==> config.mk <==
export PLATFORM = sky130hd
export DESIGN_NAME = lif_step_scheduler_flat
export DESIGN_NICKNAME = d
export VERILOG_FILES = /design/src/rtl/lif_pkg.sv /design/src/rtl/lif_step_scheduler_if.sv /design/src/rtl/lif_update_core.sv /design/src/rtl/lif_step_scheduler.sv /design/src/flat_wrapper.sv
export SDC_FILE = /design/constraint.sdc
export NUM_CORES = 1
export LEC_CHECK = 0
export ABC_AREA = 1
export ABC_CLOCK_PERIOD_IN_PS = 5400
export BUFFER_PORTS_ARGS = -buffer_cell sky130_fd_sc_hd__buf_2
export CORE_MARGIN = 3
export CORE_UTILIZATION = 61
export CTS_BUF_LIST = sky130_fd_sc_hd__clkbuf_16
export CTS_CLUSTER_SIZE = 28
export DETAILED_ROUTE_END_ITERATION = 7
export GPL_ROUTABILITY_DRIVEN = 0
export MAX_ROUTING_LAYER = met4
export PLACE_DENSITY = 0.8
export RECOVER_POWER = 25
export SETUP_SLACK_MARGIN = 0.3
export SLEW_MARGIN = 30
export SYNTH_ARGS = -nofsm -noshare
export SYNTH_HDL_FRONTEND = slang
export SYNTH_SLANG_ARGS = --single-unit
export TNS_END_PERCENT = 1
==> constraint.sdc <==
create_clock -name clk -period 5.4 [get_ports clk]
set_input_delay 0.81 -clock clk [delete_from_list [all_inputs] [get_ports clk]]
set_output_delay 0.81 -clock clk [all_outputs]
set_load 0.05 [all_outputs]
==> src/rtl/lif_pkg.sv <==
// Shared types and helpers for the time-multiplexed LIF step scheduler.
package lif_pkg;

  typedef enum logic [2:0] {
    IDLE,
    FETCH,
    UPDATE,
    WRITE,
    DONE
  } state_t;

  localparam int N_NEURONS_DEF = 4;
  localparam int IDX_W         = $clog2(N_NEURONS_DEF);
  localparam int REFRAC_W      = 3;

  // Leaked, integrated membrane value clamped to vmax; v - (v >> shift) never underflows.
  function automatic int unsigned sat_add(input int unsigned v,
                                          input int unsigned isyn,
                                          input int unsigned shift,
                                          input int unsigned vmax = 255);
    int unsigned sum;
    sum = v - (v >> shift) + isyn;
    return (sum > vmax) ? vmax : sum;
  endfunction

endpackage

==> src/rtl/lif_step_scheduler_if.sv <==
// Synaptic-current fetch handshake and spike event bus of the LIF step scheduler.
interface lif_step_scheduler_if #(
  parameter int IDX_W = 2,
  parameter int V_W   = 8
);

  logic             isyn_req;
  logic [IDX_W-1:0] isyn_idx;
  logic             isyn_ack;
  logic [V_W-1:0]   isyn;
  logic             spike_valid;
  logic [IDX_W-1:0] spike_idx;

  modport master (
    output isyn_req, isyn_idx, spike_valid, spike_idx,
    input  isyn_ack, isyn
  );

  modport slave (
    input  isyn_req, isyn_idx, spike_valid, spike_idx,
    output isyn_ack, isyn
  );

endinterface

==> src/rtl/lif_update_core.sv <==
// Registered UPDATE stage: leak, integrate, saturate, then resolve refractory/threshold.
module lif_update_core
  import lif_pkg::*;
#(
  parameter int          V_W          = 8,
  parameter int unsigned THRESH       = 200,
  parameter int unsigned LEAK_SHIFT   = 2,
  parameter int unsigned REFRAC_STEPS = 2
) (
  input  logic                clk,
  input  logic                rst,
  input  logic                en,
  input  logic [V_W-1:0]      v,
  input  logic [V_W-1:0]      isyn,
  input  logic [REFRAC_W-1:0] refrac,
  output logic [V_W-1:0]      next_v,
  output logic [REFRAC_W-1:0] next_refrac,
  output logic                fire
);

  localparam logic [V_W-1:0]      THRESH_V = V_W'(THRESH);
  localparam logic [REFRAC_W-1:0] REFRAC_V = REFRAC_W'(REFRAC_STEPS);

  logic [V_W-1:0] sat_sum;

  assign sat_sum = V_W'(sat_add(32'(v), 32'(isyn), LEAK_SHIFT, (32'd1 << V_W) - 32'd1));

  // NOTE: sequential state uses non-blocking assignments so every register samples pre-edge values.
  always_ff @(posedge clk or posedge rst) begin
    if (rst) begin
      next_v      <= '0;
      next_refrac <= '0;
      fire        <= 1'b0;
    end else if (en) begin
      if (refrac != '0) begin
        next_v      <= '0;
        next_refrac <= refrac - 1'b1;
        fire        <= 1'b0;
      end else if (sat_sum >= THRESH_V) begin
        next_v      <= '0;
        next_refrac <= REFRAC_V;
        fire        <= 1'b1;
      end else begin
        next_v      <= sat_sum;
        next_refrac <= '0;
        fire        <= 1'b0;
      end
    end
  end

endmodule

==> src/rtl/lif_step_scheduler.sv <==
// Shares one LIF update datapath across N_NEURONS neurons, one timestep per tick.
// Optional LIF_SPIKE_COUNT_EN adds spike_count, the spike total of the last completed timestep.
module lif_step_scheduler
  import lif_pkg::*;
#(
  parameter int          N_NEURONS    = N_NEURONS_DEF,
  parameter int          V_W          = 8,
  parameter int unsigned THRESH       = 200,
  parameter int unsigned LEAK_SHIFT   = 2,
  parameter int unsigned REFRAC_STEPS = 2,
  localparam int         IW           = $clog2(N_NEURONS)
) (
  input  logic                  clk,
  input  logic                  rst,
  input  logic                  ena,
  input  logic                  tick,
  lif_step_scheduler_if.master  bus,
  output logic                  busy,
  output logic                  step_done,
  output logic                  overrun
`ifdef LIF_SPIKE_COUNT_EN
  ,
  output logic [IW:0]           spike_count
`endif
);

  state_t state, next_state;

  logic [IW-1:0]       idx;
  logic [V_W-1:0]      v_mem      [N_NEURONS];
  logic [REFRAC_W-1:0] refrac_mem [N_NEURONS];
  logic [V_W-1:0]      isyn_q;
  logic                isyn_req;
  logic                core_en;
  logic [V_W-1:0]      core_v;
  logic [REFRAC_W-1:0] core_refrac;
  logic                core_fire;
  logic                last_idx;
  logic                spike_valid_q;
  logic [IW-1:0]       spike_idx_q;

  assign last_idx = (idx == IW'(N_NEURONS - 1));

  always_ff @(posedge clk or posedge rst) begin
    if (rst) state <= IDLE;
    else     state <= next_state;
  end

  // NOTE: every signal written here gets a default first, so no path can infer a latch.
  always_comb begin
    next_state = state;
    busy       = (state != IDLE);
    step_done  = 1'b0;
    isyn_req   = 1'b0;
    core_en    = 1'b0;
    case (state)
      IDLE:    if (ena && tick) next_state = FETCH;
      FETCH: begin
        isyn_req = 1'b1;
        if (ena && bus.isyn_ack) next_state = UPDATE;
      end
      UPDATE: begin
        core_en = ena;
        if (ena) next_state = WRITE;
      end
      WRITE:   if (ena) next_state = last_idx ? DONE : FETCH;
      DONE: begin
        step_done = ena;
        if (ena) next_state = IDLE;
      end
      default: next_state = IDLE;
    endcase
  end

  lif_update_core #(
    .V_W          (V_W),
    .THRESH       (THRESH),
    .LEAK_SHIFT   (LEAK_SHIFT),
    .REFRAC_STEPS (REFRAC_STEPS)
  ) u_core (
    .clk         (clk),
    .rst         (rst),
    .en          (core_en),
    .v           (v_mem[idx]),
    .isyn        (isyn_q),
    .refrac      (refrac_mem[idx]),
    .next_v      (core_v),
    .next_refrac (core_refrac),
    .fire        (core_fire)
  );

  // NOTE: neuron state arrays are reset because a reset must restart every neuron from rest.
  always_ff @(posedge clk or posedge rst) begin
    if (rst) begin
      idx    <= '0;
      isyn_q <= '0;
      for (int i = 0; i < N_NEURONS; i++) begin
        v_mem[i]      <= '0;
        refrac_mem[i] <= '0;
      end
    end else if (ena) begin
      case (state)
        IDLE:    if (tick) idx <= '0;
        FETCH:   if (bus.isyn_ack) isyn_q <= bus.isyn;
        WRITE: begin
          v_mem[idx]      <= core_v;
          refrac_mem[idx] <= core_refrac;
          if (!last_idx) idx <= idx + 1'b1;
        end
        default: ;
      endcase
    end
  end

  // Event pulses last one cycle even while ena holds the FSM.
  always_ff @(posedge clk or posedge rst) begin
    if (rst) begin
      spike_valid_q <= 1'b0;
      spike_idx_q   <= '0;
      overrun       <= 1'b0;
    end else begin
      spike_valid_q <= ena && (state == WRITE) && core_fire;
      if (ena && (state == WRITE) && core_fire) spike_idx_q <= idx;
      overrun <= tick && ena && (state != IDLE);
    end
  end

`ifdef LIF_SPIKE_COUNT_EN
  logic [IW:0] step_cnt;

  always_ff @(posedge clk or posedge rst) begin
    if (rst) begin
      step_cnt    <= '0;
      spike_count <= '0;
    end else if (ena) begin
      if (state == WRITE && core_fire) begin
        step_cnt <= step_cnt + 1'b1;
      end else if (state == DONE) begin
        step_cnt    <= '0;
        spike_count <= step_cnt;
      end
    end
  end
`endif

  assign bus.isyn_req    = isyn_req;
  assign bus.isyn_idx    = idx;
  assign bus.spike_valid = spike_valid_q;
  assign bus.spike_idx   = spike_idx_q;

endmodule

==> src/flat_wrapper.sv <==
// flat-port wrapper written by rule: the top's interface ports become plain ports
module lif_step_scheduler_flat import lif_pkg::*;
#(
  parameter int          N_NEURONS    = N_NEURONS_DEF,
  parameter int          V_W          = 8,
  parameter int unsigned THRESH       = 200,
  parameter int unsigned LEAK_SHIFT   = 2,
  parameter int unsigned REFRAC_STEPS = 2,
  localparam int         IW           = $clog2(N_NEURONS)
)
  (clk, rst, ena, tick, busy, step_done, overrun, bus_isyn_req, bus_isyn_idx, bus_spike_valid, bus_spike_idx, bus_isyn_ack, bus_isyn);
  lif_step_scheduler_if #(.IDX_W(IDX_W), .V_W(V_W)) bus_i ();
  input  logic clk;
  input  logic rst;
  input  logic ena;
  input  logic tick;
  output logic busy;
  output logic step_done;
  output logic overrun;
  output wire logic [$bits(bus_i.isyn_req)-1:0] bus_isyn_req;
  output wire logic [$bits(bus_i.isyn_idx)-1:0] bus_isyn_idx;
  output wire logic [$bits(bus_i.spike_valid)-1:0] bus_spike_valid;
  output wire logic [$bits(bus_i.spike_idx)-1:0] bus_spike_idx;
  input wire logic [$bits(bus_i.isyn_ack)-1:0] bus_isyn_ack;
  input wire logic [$bits(bus_i.isyn)-1:0] bus_isyn;
  assign bus_isyn_req = bus_i.isyn_req;
  assign bus_isyn_idx = bus_i.isyn_idx;
  assign bus_spike_valid = bus_i.spike_valid;
  assign bus_spike_idx = bus_i.spike_idx;
  assign bus_i.isyn_ack = bus_isyn_ack;
  assign bus_i.isyn = bus_isyn;
  lif_step_scheduler #(.N_NEURONS(N_NEURONS), .V_W(V_W), .THRESH(THRESH), .LEAK_SHIFT(LEAK_SHIFT), .REFRAC_STEPS(REFRAC_STEPS)) u_core (.clk(clk), .rst(rst), .ena(ena), .tick(tick), .bus(bus_i), .busy(busy), .step_done(step_done), .overrun(overrun));
endmodule
==> impl_metrics.json <==
{
  "final.setup_skew_ns": 0.005493,
  "worst_hold_path_type": "reg2reg",
  "die_area_mm2": 0.007719,
  "fmax_ghz": 0.2354,
  "antenna_found_initial": 0,
  "grt_pass1_vias": 3169,
  "synth_cells": 487,
  "finalHoldViolations": 0,
  "detail-route-antenna-nets": 0,
  "worst-slew-pin-transition_ns": 3.787,
  "netlist.top_cell.by_area": "sky130_fd_sc_hd__dfrtp_1",
  "cp.required_ns": 5.62,
  "avgViaCountPerCell": 5.562,
  "slew-limit-headroom": -1.525,
  "synth_fp_nets": 523,
  "wl_met2_mm": 4.064,
  "route.vias.total": 3265,
  "end_kind": "flop",
  "post-route-cell-area_mm2": 0.004588,
  "cts-hold-fix-buffers": 0,
  "crit_path_max_incr_delay_ns": 0.57,
  "path_buf_inv": 3,
  "synth.area.top_cells": "sky130_fd_sc_hd__dfrtp_1, sky130_fd_sc_hd__nand2_1, sky130_fd_sc_hd__ha_1",
  "m1WireLength_mm": 4.063,
  "most_repeated_library_cell_on_the_critical_path": "sky130_fd_sc_hd__nand2_1",
  "detailroute.wirelength.met3_um": 443,
  "maxCapViolCount": 1,
  "grt_remaining_overflow": 0,
  "final.setup.tns_ns": 0,
  "design.core.area_mm2": 0.006422,
  "status": "finished with violations",
  "final_layout_size_suffix_gt1_frac": 0.1451,
  "timing.critical_path.fanout_max": 22,
  "start_util": 0.6365,
  "setup_fix_bufs_post_cts": 0,
  "startpoint_type": "flop",
  "clockBufferDepth": 2,
  "clockRootBuffer": "sky130_fd_sc_hd__clkbuf_16",
  "postSynthAreaPerCell_um2": 8.394,
  "synth-seq-area-share": 0.4469,
  "finish.utilization": 0.7144,
  "die_w_um": 87.86,
  "wirelength_mm": 8.755,
  "site_rows": 29,
  "synth.yosys.warnings": 0,
  "path_class": "reg2reg",
  "synth_enable_flop_cells": 0,
  "cts_tree": "done",
  "die_height_um": 87.86,
  "wl_per_cell_um": 14.91,
  "synth_cell_type_count": 39,
  "grt_start_max_net_pins": 74,
  "globalRouteTotalUtil": 0.2549,
  "dpl.hpwl_mm": 5.959,
  "route.top_layer_used": "met4",
  "antenna-diode-count": 0,
  "numCtsBuffers": 9,
  "port-buffer-count": 21,
  "critical_path.cell_chain": "inv_1 -> a21oi_1 -> a32oi_1 -> inv_1 -> ha_1 -> nand2_1 -> o21ai_0 -> a21oi_1 -> o21bai_1 -> nand2_1 -> nand3b_1 -> xor2_1 -> ha_1 -> inv_1 -> nor2_1 -> nor2_1 -> o211ai_4 -> nand3b_4 -> nand3_4 -> nand2_1 -> nand2_1",
  "final-setup-viol-count": 0,
  "synth_common_cells": "sky130_fd_sc_hd__nand2_1, sky130_fd_sc_hd__dfrtp_1, sky130_fd_sc_hd__inv_1",
  "ctsHtreeMaxLevel": 3,
  "drcViolationCount": 0,
  "grt_pass1_wl_mm": 14.71,
  "clock_latency_on_the_worst_skew_pair_ns": 0.33,
  "postSynthRegisterBits": 73,
  "rsz_0062_raised_after_global_routing": "false",
  "clock_sink_count": 73,
  "slew_viol_final": 74,
  "path_delay_family": "compound AO/OA/AOI/OAI gates",
  "num-fill-cells": 481,
  "crit_arrival_ns": 4.47,
  "postCtsResizedCells": 0,
  "post-synth-top-count-cell": "sky130_fd_sc_hd__nand2_1",
  "violations": "max-capacitance violations, max-slew violations",
  "syn2layout_area_growth_pct": 12.24,
  "synth.cell_area_mm2": 0.004088,
  "slowest_stage": "sky130_fd_sc_hd__inv_1",
  "synth_top_cell_area_share": 0.4469,
  "first_pass_iters": 5,
  "dr_iter_0_viols": 261,
  "fin_nets": 541,
  "ys_dominant_reg_cell": "sky130_fd_sc_hd__dfrtp_1",
  "placed_area_mm2": 0.004240,
  "fin_crit_sh": 0.7867,
  "clk_transition_reported_paths_ns": 0.06,
  "postSynth.asyncResetShare": 1.000,
  "io_pins": 22,
  "min_period_ns": 4.248
}
==> cell usage in the layout, fill, tap and decap left out, drive strengths merged, types with 2 or more instances in the layout <==
master  instances
clkbuf         10
o21ai          56
nor3            3
fa              2
o21bai          5
clkinv          2
xnor2           5
dfrtp          73
mux2            7
inv            61
ha             21
nor2           21
buf            22
nand2         151
bufinv          3
a31oi           2
a21oi          25
a32oi           5
nand3b          2
xor2            6
nand3          17
a32o            3
nand4           3
==> through the flow <==
stage | setup WS [ns] | cells | hold WS (ns)
floorplan | 1.330 | 487 | 0.4432
global placement | 1.400 | 571 | 0.4570
detailed placement | 1.264 | 571 | 0.4693
CTS | 1.204 | 587 | 0.4858
global route | 0.5921 | 587 | 0.4972
finish | 1.152 | 587 | 0.4841
==> routing by layer <==
layer,GRT usage,vias up
li1,-,1603
met5,-,-
met1,0.3521,1530
met3,0.04986,18
met4,0.1032,0
met2,0.3699,114
==> path summary, 6_finish.rpt <==
check                                       start                       to  slack (ns)  cells after the start
max in group asynchronous                     rst         u_core.v_mem[18]        1.34                      3
setup / recovery           u_core.bus.isyn_idx[1]  u_core.u_core.next_v[6]        1.15                     21
hold reg to reg                  u_core.v_mem[20]         u_core.v_mem[20]        0.48                      2
setup reg to reg           u_core.bus.isyn_idx[1]  u_core.u_core.next_v[6]        1.15                     21
hold / removal                   u_core.v_mem[20]         u_core.v_mem[20]        0.48                      2
min in group asynchronous                     rst         u_core.v_mem[13]        1.94                      3
==> worst reg2reg max path, delay by kind of cell (launching register included) <==
family                     cells  cell delay [ns]
adders and majority gates      2             0.66
DFF                            1             0.48
AOI/OAI and AO/OA              6             1.12
and+or+nand+nor                9             0.93
xor gates and xnor gates       1             0.16
buffers and inverters          3             0.81
==> registers in the layout (all words and copies together) (netlist names) <==
name	cells
u_core.bus.isyn_idx	2
u_core.bus.spike_idx	2
u_core.bus.spike_valid	1
u_core.isyn_q	8
u_core.overrun	1
u_core.refrac_mem	12
u_core.state	3
u_core.u_core.fire	1
u_core.u_core.next_refrac	3
u_core.u_core.next_v	8
u_core.v_mem	32
==> logic make-up (layout without fill, tap and decap cells) <==
kind of cell,Yosys count,in the layout,share of synthesized area
and+or+nand+nor,199,199,0.2234
DFF,73,73,0.4469
adders and majority gates,23,23,0.07407
muxes,7,7,0.01928
AOI/OAI and AO/OA,98,98,0.1408
xor gates and xnor gates,11,11,0.02357
buffers and inverters,76,99,0.07193
==> area by class of cell <==
class                      instances  area [um2]  area share
clock buffer                       9       225.2     0.04909
multi-input combinational        338        1967      0.4287
timing repair buffer              23       116.4     0.02536
tap                               77       96.34     0.02100
sequential                        73        1827      0.3981
inverter                          60       230.2     0.05018
clock inverter                     7       126.4     0.02754
Power is not shown: default switching activity piles up to over one toggle a cycle in this logic, so the estimate is an artifact.
